<file path="config.mk">
export PLATFORM = sky130hd
export DESIGN_NAME = mem_bus_responder
export DESIGN_NICKNAME = d
export VERILOG_FILES = /design/src/rtl/mem_map_pkg.sv /design/src/rtl/word_ram.sv /design/src/rtl/mem_bus_responder.sv
export SDC_FILE = /design/constraint.sdc
export NUM_CORES = 2
export LEC_CHECK = 0
export BUFFER_PORTS_ARGS = -buffer_cell sky130_fd_sc_hd__buf_2
export CAP_MARGIN = 5
export CORE_MARGIN = 2
export CORE_UTILIZATION = 30
export DETAILED_ROUTE_END_ITERATION = 8
export SYNTH_ARGS = -nofsm -noshare
export SYNTH_HDL_FRONTEND = slang
export SYNTH_SLANG_ARGS = --single-unit
</file>
<file path="constraint.sdc">
create_clock -name clk -period 4.34 [get_ports clk]
set_input_delay 0.217 -clock clk [delete_from_list [all_inputs] [get_ports clk]]
set_output_delay 0.217 -clock clk [all_outputs]
set_load 0.05 [all_outputs]
</file>
<file path="src/rtl/mem_map_pkg.sv">
// Shared memory-map definitions for the core's memory port: region bases,
// region/state enums and the combinational address decoder.
package mem_map_pkg;

  localparam logic [31:0] DEF_ROM_BASE  = 32'h0040_0000;
  localparam logic [31:0] DEF_RAM_BASE  = 32'h1001_0000;
  localparam logic [31:0] DEF_GPIO_ADDR = 32'h1002_0000;

  typedef enum logic [1:0] {
    REG_ROM,
    REG_RAM,
    REG_GPIO,
    REG_NONE
  } region_t;

  typedef enum logic [1:0] {
    ST_IDLE,
    ST_WAIT,
    ST_RESP
  } rsp_state_t;

  // Offsets are unsigned, so an address below a base wraps high and misses.
  function automatic region_t decode_region(
    input logic [31:0] addr,
    input logic [31:0] rom_base,
    input int unsigned rom_words,
    input logic [31:0] ram_base,
    input int unsigned ram_words,
    input logic [31:0] gpio_addr
  );
    logic [31:0] rom_off;
    logic [31:0] ram_off;
    rom_off = addr - rom_base;
    ram_off = addr - ram_base;
    if (rom_off < (32'(rom_words) << 2))
      return REG_ROM;
    else if (ram_off < (32'(ram_words) << 2))
      return REG_RAM;
    else if (addr == gpio_addr)
      return REG_GPIO;
    else
      return REG_NONE;
  endfunction

  // Fixed instruction image: upper half tags the ROM, lower half is the word index.
  function automatic logic [31:0] rom_init_word(input int unsigned idx);
    logic [15:0] low;
    low = idx[15:0];
    return {16'hC0DE, low};
  endfunction

endpackage

</file>
<file path="src/rtl/word_ram.sv">
// Word-wide storage with synchronous write and asynchronous read; the ROM
// variant is a constant table fixed at elaboration and ignores writes.
module word_ram
  import mem_map_pkg::*;
#(
  parameter  int WORDS    = 64,
  parameter  bit ROM_INIT = 1'b0,
  localparam int IW       = (WORDS > 1) ? $clog2(WORDS) : 1
) (
  input  logic          clk,
  input  logic          we,
  input  logic [IW-1:0] addr,
  input  logic [31:0]   wdata,
  output logic [31:0]   rdata
);

  generate
    if (ROM_INIT) begin : g_rom
      logic [31:0] table_w [WORDS];
      logic        unused_wr;

      for (genvar gi = 0; gi < WORDS; gi++) begin : g_word
        assign table_w[gi] = rom_init_word(gi);
      end

      assign rdata     = table_w[addr];
      assign unused_wr = ^{clk, we, wdata};
    end else begin : g_ram
      logic [31:0] mem [WORDS];

      always_ff @(posedge clk) begin
        if (we)
          mem[addr] <= wdata;
      end

      assign rdata = mem[addr];
    end
  endgenerate

endmodule

</file>
<file path="src/rtl/mem_bus_responder.sv">
// Memory-side responder: one request at a time, ROM/RAM/GPIO decode,
// programmable wait states and a one-cycle response strobe.
module mem_bus_responder
  import mem_map_pkg::*;
#(
  parameter  int          WAIT_CYCLES = 1,
  parameter  int          ROM_WORDS   = 64,
  parameter  int          RAM_WORDS   = 64,
  parameter  logic [31:0] ROM_BASE    = DEF_ROM_BASE,
  parameter  logic [31:0] RAM_BASE    = DEF_RAM_BASE,
  parameter  logic [31:0] GPIO_ADDR   = DEF_GPIO_ADDR,
  localparam int          CW          = (WAIT_CYCLES > 0) ? $clog2(WAIT_CYCLES + 1) : 1,
  localparam int          IWR         = (ROM_WORDS > 1) ? $clog2(ROM_WORDS) : 1,
  localparam int          IWA         = (RAM_WORDS > 1) ? $clog2(RAM_WORDS) : 1
) (
  input  logic        clk,
  input  logic        rst,
  input  logic        req_valid,
  input  logic        req_we,
  input  logic [31:0] req_addr,
  input  logic [31:0] req_wdata,
  output logic        req_ready,
  output logic        rsp_valid,
  output logic [31:0] rsp_rdata,
  output logic        rsp_err,
  output logic [31:0] gpio_out
);

  rsp_state_t    state_reg;
  logic [CW-1:0] cnt_reg;
  logic [31:0]   addr_reg;
  logic          we_reg;
  logic [31:0]   wdata_reg;

  logic [31:0]   sel_addr;
  logic          sel_we;
  region_t       region;
  logic          err_c;
  logic [31:0]   rdata_c;
  logic [IWR-1:0] rom_idx;
  logic [IWA-1:0] ram_idx;
  logic [31:0]   rom_rdata;
  logic [31:0]   ram_rdata;
  logic          ram_we;

  // In IDLE the live request is decoded so a zero-wait build can answer at once.
  assign sel_addr = (state_reg == ST_IDLE) ? req_addr : addr_reg;
  assign sel_we   = (state_reg == ST_IDLE) ? req_we   : we_reg;

  assign region = decode_region(sel_addr, ROM_BASE, ROM_WORDS, RAM_BASE, RAM_WORDS, GPIO_ADDR);
  assign err_c  = (sel_addr[1:0] != 2'b00) || (region == REG_NONE) ||
                  ((region == REG_ROM) && sel_we);

  assign rom_idx = IWR'((sel_addr - ROM_BASE) >> 2);
  assign ram_idx = IWA'((sel_addr - RAM_BASE) >> 2);

  // Stores land only on the edge that leaves RESP, so a reset before then drops them.
  assign ram_we = (state_reg == ST_RESP) && we_reg && !err_c && (region == REG_RAM);

  word_ram #(
    .WORDS    (ROM_WORDS),
    .ROM_INIT (1'b1)
  ) u_rom (
    .clk   (clk),
    .we    (1'b0),
    .addr  (rom_idx),
    .wdata (32'h0),
    .rdata (rom_rdata)
  );

  word_ram #(
    .WORDS    (RAM_WORDS),
    .ROM_INIT (1'b0)
  ) u_ram (
    .clk   (clk),
    .we    (ram_we),
    .addr  (ram_idx),
    .wdata (wdata_reg),
    .rdata (ram_rdata)
  );

  always_comb begin
    rdata_c = '0;
    if (!err_c && !sel_we) begin
      case (region)
        REG_ROM:  rdata_c = rom_rdata;
        REG_RAM:  rdata_c = ram_rdata;
        REG_GPIO: rdata_c = gpio_out;
        default:  rdata_c = '0;
      endcase
    end
  end

  always_ff @(posedge clk or negedge rst) begin
    if (!rst) begin
      state_reg <= ST_IDLE;
      cnt_reg   <= '0;
      addr_reg  <= '0;
      we_reg    <= 1'b0;
      wdata_reg <= '0;
      req_ready <= 1'b1;
      rsp_valid <= 1'b0;
      rsp_rdata <= '0;
      rsp_err   <= 1'b0;
      gpio_out  <= '0;
    end else begin
      rsp_valid <= 1'b0;
      case (state_reg)
        ST_IDLE: begin
          if (req_valid) begin
            addr_reg  <= req_addr;
            we_reg    <= req_we;
            wdata_reg <= req_wdata;
            cnt_reg   <= CW'(WAIT_CYCLES);
            req_ready <= 1'b0;
            if (WAIT_CYCLES == 0) begin
              state_reg <= ST_RESP;
              rsp_valid <= 1'b1;
              rsp_rdata <= rdata_c;
              rsp_err   <= err_c;
            end else begin
              state_reg <= ST_WAIT;
            end
          end
        end
        ST_WAIT: begin
          if (cnt_reg <= CW'(1)) begin
            state_reg <= ST_RESP;
            rsp_valid <= 1'b1;
            rsp_rdata <= rdata_c;
            rsp_err   <= err_c;
          end else begin
            cnt_reg <= cnt_reg - CW'(1);
          end
        end
        ST_RESP: begin
          if (we_reg && !err_c && (region == REG_GPIO))
            gpio_out <= wdata_reg;
          state_reg <= ST_IDLE;
          req_ready <= 1'b1;
        end
        default: begin
          state_reg <= ST_IDLE;
          req_ready <= 1'b1;
        end
      endcase
    end
  end

endmodule
</file>
## Yosys cells after proc, flatten, opt, wreduce, memory -nomap -nowiden

Memory sizes are Yosys's and may differ from the RTL's.
Index checks and enable logic that the tools add are counted.

| cells by class | value |
|---|---|
| reductions and logical operators | 21 |
| $add $sub $neg | 3 |
| bitwise logic cells | 2 |
| equality and inequality tests | 9 |
| magnitude comparators | 4 |
| muxes and demuxes | 21 |

Operators by type and width:

| operator | count |
|---|---|
| $mux W32 | 4 |
| $pmux W32 S3 | 1 |
| $lt A32 B9 Y1 const B | 2 |
| $eq A32 B29 Y1 const B | 1 |
| $sub A32 B23 Y32 const B | 1 |
| $sub A32 B29 Y32 const B | 1 |
| $reduce_and A2 Y1 | 5 |
| $mux W1 | 9 |
| $mux W2 | 4 |
| $ge A7 B7 Y1 const B | 1 |
| $logic_and A1 B1 Y1 | 7 |
| $not A6 Y7 | 1 |
| $eq A2 B2 Y1 const B | 3 |
| $ne A2 B2 Y1 const B | 3 |
| $eq A2 B1 Y1 const B | 2 |
| $logic_not A2 Y1 | 2 |
| $pmux W1 S2 | 2 |
| $pmux W2 S2 | 1 |
| $reduce_bool A2 Y1 | 2 |
| $reduce_and A3 Y1 | 1 |
| $logic_not A1 Y1 | 2 |
| $logic_or A1 B1 Y1 | 2 |
| $le A1 B1 Y1 const B | 1 |
| $not A1 Y1 | 1 |
| $sub A1 B1 Y1 const B | 1 |

| word-level totals | value |
|---|---|
| memories | 2 |
| output and inout bits | 67 |
| bits in writable memories | 2,048 |
| ROM bits | 2,048 |
| register bits after elaboration | 135 |
| input bits | 68 |
| word-level logic and storage cells | 72 |

Memories:

| memory | words | width | read ports | clocked after memory_dff | wr ports | line | text |
|---|---|---|---|---|---|---|---|
| (name not given) | 64 | 32 | 1 | 0 | 0 | word_ram.sv:26 | `assign rdata = table_w[addr];` |
| u_ram.g_ram.mem | 64 | 32 | 1 | 0 | 1 | word_ram.sv:29 | `logic [31:0] mem [WORDS];` |

## Depth between registers and ports, before layout

| logic depth | value |
|---|---|
| word-level depth | 14 |
| gate-level depth with buffers | 15 |
| mapped depth without buffers | 8 |

## Hierarchy

Synthesis repeated with hierarchy kept, for this count alone.

| second synthesis, totals | value |
|---|---|
| cells, all modules | 4,737 |
| area total of the unflattened synthesis | 84,828.9 µm² |

Modules (own cells, without submodules):

| module | cells an instance | instances | seq. area each (µm²) | area each (µm²) |
|---|---|---|---|---|
| word_ram at u_ram | 4,207 | 1 | 61,499.0 | 78,287.6 |
| mem_bus_responder | 496 | 1 | 3,354.5 | 6,293.5 |
| word_ram at u_rom | 34 | 1 | 0.0 | 247.7 |

## Worst setup path after synthesis

No wires, ideal clock.

| path | value |
|---|---|
| kind | register to register |
| from | register state_reg[1] |
| to | memory u_ram.g_ram.mem[39][0] (enable) |
| path buffers | 3 |
| stages on the path, launching flop included | 11 |
| period minus slack after synthesis | 3.961 ns |
| data required time | 3.919 ns |
| slack | 0.379 ns |
| setup time | 0.421 ns |
| arrival time | 3.539 ns |
| cell sequence | dfrtp_1 > buf_6 > or2_1 > buf_4 > buf_2 > nor3_1 > a21oi_1 > or3_1 > nor2_1 > nand2_1 > nor2_1 |

| between the ends | value |
|---|---|
| cells in the longest elaborated chain, start to end | 14 |
| elaborated cells on any way between the ends | 25 |
| classes of those cells | 2 x add/sub; 2 x order compare; 4 x eq/ne; 7 x mux; 10 x reduce/logical |

RTL lines:

| element | line | text |
|---|---|---|
| from (decl) | mem_bus_responder.sv:29 | `rsp_state_t state_reg;` |
| from (signal assigned) | mem_bus_responder.sv:96 | `state_reg <= ST_IDLE;` |
| from (signal assigned) | mem_bus_responder.sv:117 | `state_reg <= ST_RESP;` |
| from (signal assigned) | mem_bus_responder.sv:122 | `state_reg <= ST_WAIT;` |
| $logic_not A2 Y1 | mem_bus_responder.sv:47, mem_bus_responder.sv:48 |  |
| $mux W32 | mem_bus_responder.sv:47 | `assign sel_addr = (state_reg == ST_IDLE) ? req_addr : addr_reg;` |
| $sub A32 B29 Y32 / $eq A32 B29 Y1 (equally long branches) | mem_bus_responder.sv:55, mem_map_pkg.sv:39 |  |
| $lt A32 B9 Y1 / $mux W1 (equally long branches) | mem_map_pkg.sv:37, mem_map_pkg.sv:39 |  |
| $mux W2 | mem_map_pkg.sv:37 | `else if (ram_off < (32'(ram_words) << 2))` |
| $mux W2 | mem_map_pkg.sv:35 | `if (rom_off < (32'(rom_words) << 2))` |
| $eq A2 B2 Y1 / $logic_not A2 Y1 (equally long branches) | mem_bus_responder.sv:51, mem_bus_responder.sv:52 |  |
| $logic_or A1 B1 Y1 / $logic_and A1 B1 Y1 (equally long branches) | mem_bus_responder.sv:51, mem_bus_responder.sv:52 |  |
| $logic_or A1 B1 Y1 | mem_bus_responder.sv:51 | `assign err_c = (sel_addr[1:0] != 2'b00) \|\| (region == REG_NONE) \|\|` |
| $logic_not A1 Y1 | mem_bus_responder.sv:58 | `assign ram_we = (state_reg == ST_RESP) && we_reg && !err_c && (region == REG_RAM);` |
| $logic_and A1 B1 Y1 (2 in a row) | mem_bus_responder.sv:58 |  |
| $mux W1 | word_ram.sv:32 | `if (we)` |
| $mux W1 (not written as such) | word_ram.sv:33 | `mem[addr] <= wdata;` |
| to (decl) | word_ram.sv:29 |  |

Several ways; a longest one is shown, not always the timed one.

## Worst setup path after layout

| path | value |
|---|---|
| from | register state_reg[0] |
| to | register rsp_rdata[2] |

| between the ends | value |
|---|---|
| cells in the longest elaborated chain, start to end | 12 |
| elaborated cells on any way between the ends | 31 |
| classes of those cells | 2 x add/sub; 2 x order compare; 5 x eq/ne; 9 x mux; 1 x bitwise; 10 x reduce/logical; 2 x memory |

RTL lines:

| element | line | text |
|---|---|---|
| $logic_not A2 Y1 | mem_bus_responder.sv:47, mem_bus_responder.sv:48 |  |
| $mux W32 | mem_bus_responder.sv:47 |  |
| $sub A32 B29 Y32 / $eq A32 B29 Y1 (equally long branches) | mem_bus_responder.sv:54, mem_bus_responder.sv:55, mem_map_pkg.sv:39 |  |
| $lt A32 B9 Y1 / $mux W1 (equally long branches) | mem_map_pkg.sv:37, mem_map_pkg.sv:39 |  |
| $mux W2 | mem_map_pkg.sv:37 |  |
| $mux W2 | mem_map_pkg.sv:35 |  |
| $eq A2 B2 Y1 / $logic_not A2 Y1 (equally long branches) | mem_bus_responder.sv:51, mem_bus_responder.sv:52, mem_bus_responder.sv:85 |  |
| $logic_or A1 B1 Y1 / $logic_and A1 B1 Y1 (equally long branches) | mem_bus_responder.sv:51, mem_bus_responder.sv:52 |  |
| $logic_or A1 B1 Y1 | mem_bus_responder.sv:51 |  |
| $logic_not A1 Y1 | mem_bus_responder.sv:84 | `if (!err_c && !sel_we) begin` |
| $logic_and A1 B1 Y1 | mem_bus_responder.sv:84 |  |
| $mux W32 | mem_bus_responder.sv:84 |  |
| to (signal assigned) | mem_bus_responder.sv:119 | `rsp_rdata <= rdata_c;` |
| to (signal assigned) | mem_bus_responder.sv:130 | `rsp_rdata <= rdata_c;` |
| to (decl) | mem_bus_responder.sv:24 | `output logic [31:0] rsp_rdata,` |

Several ways; a longest one is shown, not always the timed one. The select of a mux whose other input is x is not followed.
A chain may end at the register's enable or synchronous reset.

==> results.txt <==
Critical R2R Launch: state_reg[0]$_DFFE_PN0N_
# DRC: 0
DRT antenna net count: 0
Hold Startpoint: req_wdata[5]
Die Y-Extent: 528 um
outcome: finished, final reports clean
Leak Pwr: 32.1 nW
PortBufs: 134
Core Region: 273000 um^2
unrepaired setup endpoints after global routing: false
Total GRT Usage: 0.225
Die Wd: 528 um
Synth area leaders: edfxtp_1 75%, dfrtp_1 4.0%, o22ai_1 4.0%
initial antenna violation count: 18
PD cells: 526 nW/um^2
total CTS buffers: 216
vias per cell: 5.91
Synth Register Bits: 2182
crit path max fanout: 14
largest net degree at the start of global routing: 98
Mapped Area: 82400 um^2
clock latency reported for the late side of the worst-skew pair: 0.88 ns
Min Clock Period, post-route: 4.24 ns
IO Pins: 135
Synth async-reset ratio: 0.0614
Initial Util: 0.301
Crit path arrival time: 5.00 ns
CP startpoint kind: flop
fill count: 25500
Final Hold Fails: 0
post-synth top area cell: edfxtp_1
CTS tree: yes
top_reg_cell synth: edfxtp_1
maximum VDD drop: 439 uV
synth cell count leaders: 2048 x edfxtp_1, 528 x nand2_1, 526 x o22ai_1
first-pass GRT wire length: 437000 um
Fmax: 0.236 GHz
Clock Path Buffers: 3
Worst Setup End Kind: flop
Worst Setup SP: state_reg[0]$_DFFE_PN0N_
Post-CTS Setup Bufs: 0
DRT Pass-1 Iters: 9
clock root buffer: clkbuf_16
Final setup violation count: 0
Biggest register: u_ram.g_ram.mem
top cell type's share of synthesized area: 0.746
Post-synth EDFFs: 2048
gp weighted congestion: 0.924
area grow syn2layout: 19.9%
WL final: 324000 um
H-tree levels: 4
site row count: 192
Final Cycle Share: 0.977
most numerous cell in the Yosys netlist: edfxtp_1
Seq/Total Area, Yosys: 0.787
DIE AREA: 279000 um^2
Slew HR: 0.0945
share of cells above drive strength 1: 0.179
Mapped Cells: 5263
TritonCTS sink count: 2182
crit path kind: flop to flop
HP Class: primary input to flop
post-synthesis net count: 5331
setup_tns: 0 ns
max FFs per register: 2048
Cell variety after synth: 84
DR iter-0 viols: 11300
Final Slew Violations: 0
final instance count without filler cells: 9522
number of max-cap violations: 0
Congestion Overflow GR: 0
Req. time, crit path: 5.10 ns
dpl cells: 9021
vias in the first global route: 52500
DP HPWL: 188000 um
YS warnings: 0
Final Skew: 0.0354 ns
vias: 56300
Mean Syn Cell Area: 15.7 um^2
Post-layout nets: 5806
WL/cell: 34.0 um
Slew @ Worst Pin: 1.36 ns
clock slew at reported path FFs: 0.06 ns
[layout make-up]
class,count,area [um^2],share of cell area
flip-flops and latches,2182,64900,0.657
inverters,14,52.6,0.000532
well taps,3589,4490,0.0455
multi-input cells,2733,16600,0.168
repair buffers,591,5750,0.0582
clock inverters,122,1120,0.0113
clock buffers,286,5840,0.0591
diodes,5,12.5,0.000127
[placed cells by master, fill, tap and decap left out, types with 106 or more instances in the layout]
cell type and instances:
nor3_1 123, nand2_1 522, buf_12 112, nor2_1 246, buf_4 257, a21oi_1 211, edfxtp_1 2048, buf_2 133
clkbuf_16 220, nand3_1 155, mux2_2 106, o22ai_1 526
[per-stage QoR]
stage	utilization	hold slack, ns	setup WS (ns)	area, um^2	total power (W)
6_report	0.361	0.106	0.100	98800	0.0520
5_1_grt	0.361	0.0930	0.0430	98800	0.0531
4_1_cts	0.361	0.0802	0.0219	98800	0.0518
3_5_place_dp	0.333	0.176	0.0393	90900	0.0334
3_3_place_gp	0.333	0.172	0.0745	90900	0.0333
2_1_floorplan	-	-0.0786	0.379	82400	0.0294
[final timing paths]
check                                                 end  depth (start not counted)  slack, ns
min in group asynchronous        gpio_out[15]$_DFFE_PN0P_                          4       0.41
worst min register to register    addr_reg[8]$_DFFE_PN0P_                          1       0.51
worst min-delay path             wdata_reg[5]$_DFFE_PN0P_                          3       0.11
worst max-delay path             rsp_rdata[2]$_DFFE_PN0P_                          8       0.10
worst max register to register   rsp_rdata[2]$_DFFE_PN0P_                          8       0.10
max in group asynchronous       wdata_reg[24]$_DFFE_PN0P_                          4       3.13
[cells by family (layout without fill, tap and decap cells)]
family	after synthesis	in the layout	share of synthesized area
flip-flops	2182	2182	0.787
AND/OR/NAND/NOR	1305	1305	0.0702
AO/OA/AOI/OAI	1222	1222	0.0970
buffers and inverters	348	1013	0.0191
multiplexers	206	206	0.0267
other	0	5	0
[critical path: stages (launching register included)]
cell and delay, ns:
dfrtp_1 0.57, nor3b_2 0.84, nand2_1 0.75, buf_4 0.45
o22ai_1 0.21, nor4_1 0.08, a21oi_1 0.66, nor4_1 0.33
a21o_1 0.24
[routing by layer]
| layer | up-vias | wire length [um] | global-route usage |
|---|---|---|---|
| li1 | 21900 | - | - |
| met1 | 28500 | 117000 | 0.296 |
| met2 | 4910 | 139000 | 0.332 |
| met3 | 949 | 48600 | 0.0714 |
| met4 | 22 | 19200 | 0.114 |
| met5 | - | 144 | 0 |
[power breakdown]
| part | leakage [nW] | switching, W | internal (W) |
|---|---|---|---|
| sequential | 20.1 | 0.00100 | 0.0246 |
| clock | 3.40 | 0.00813 | 0.0104 |
| combinational | 8.58 | 0.00561 | 0.00224 |
| total | 32.1 | 0.0147 | 0.0373 |
[what timing repair did]
action,CTS,global route
hold buffers,88,0
hold endpoints to repair,200,0
setup endpoints to repair,0,80
resized for setup,0,2
(Power assumes the default switching activity.)
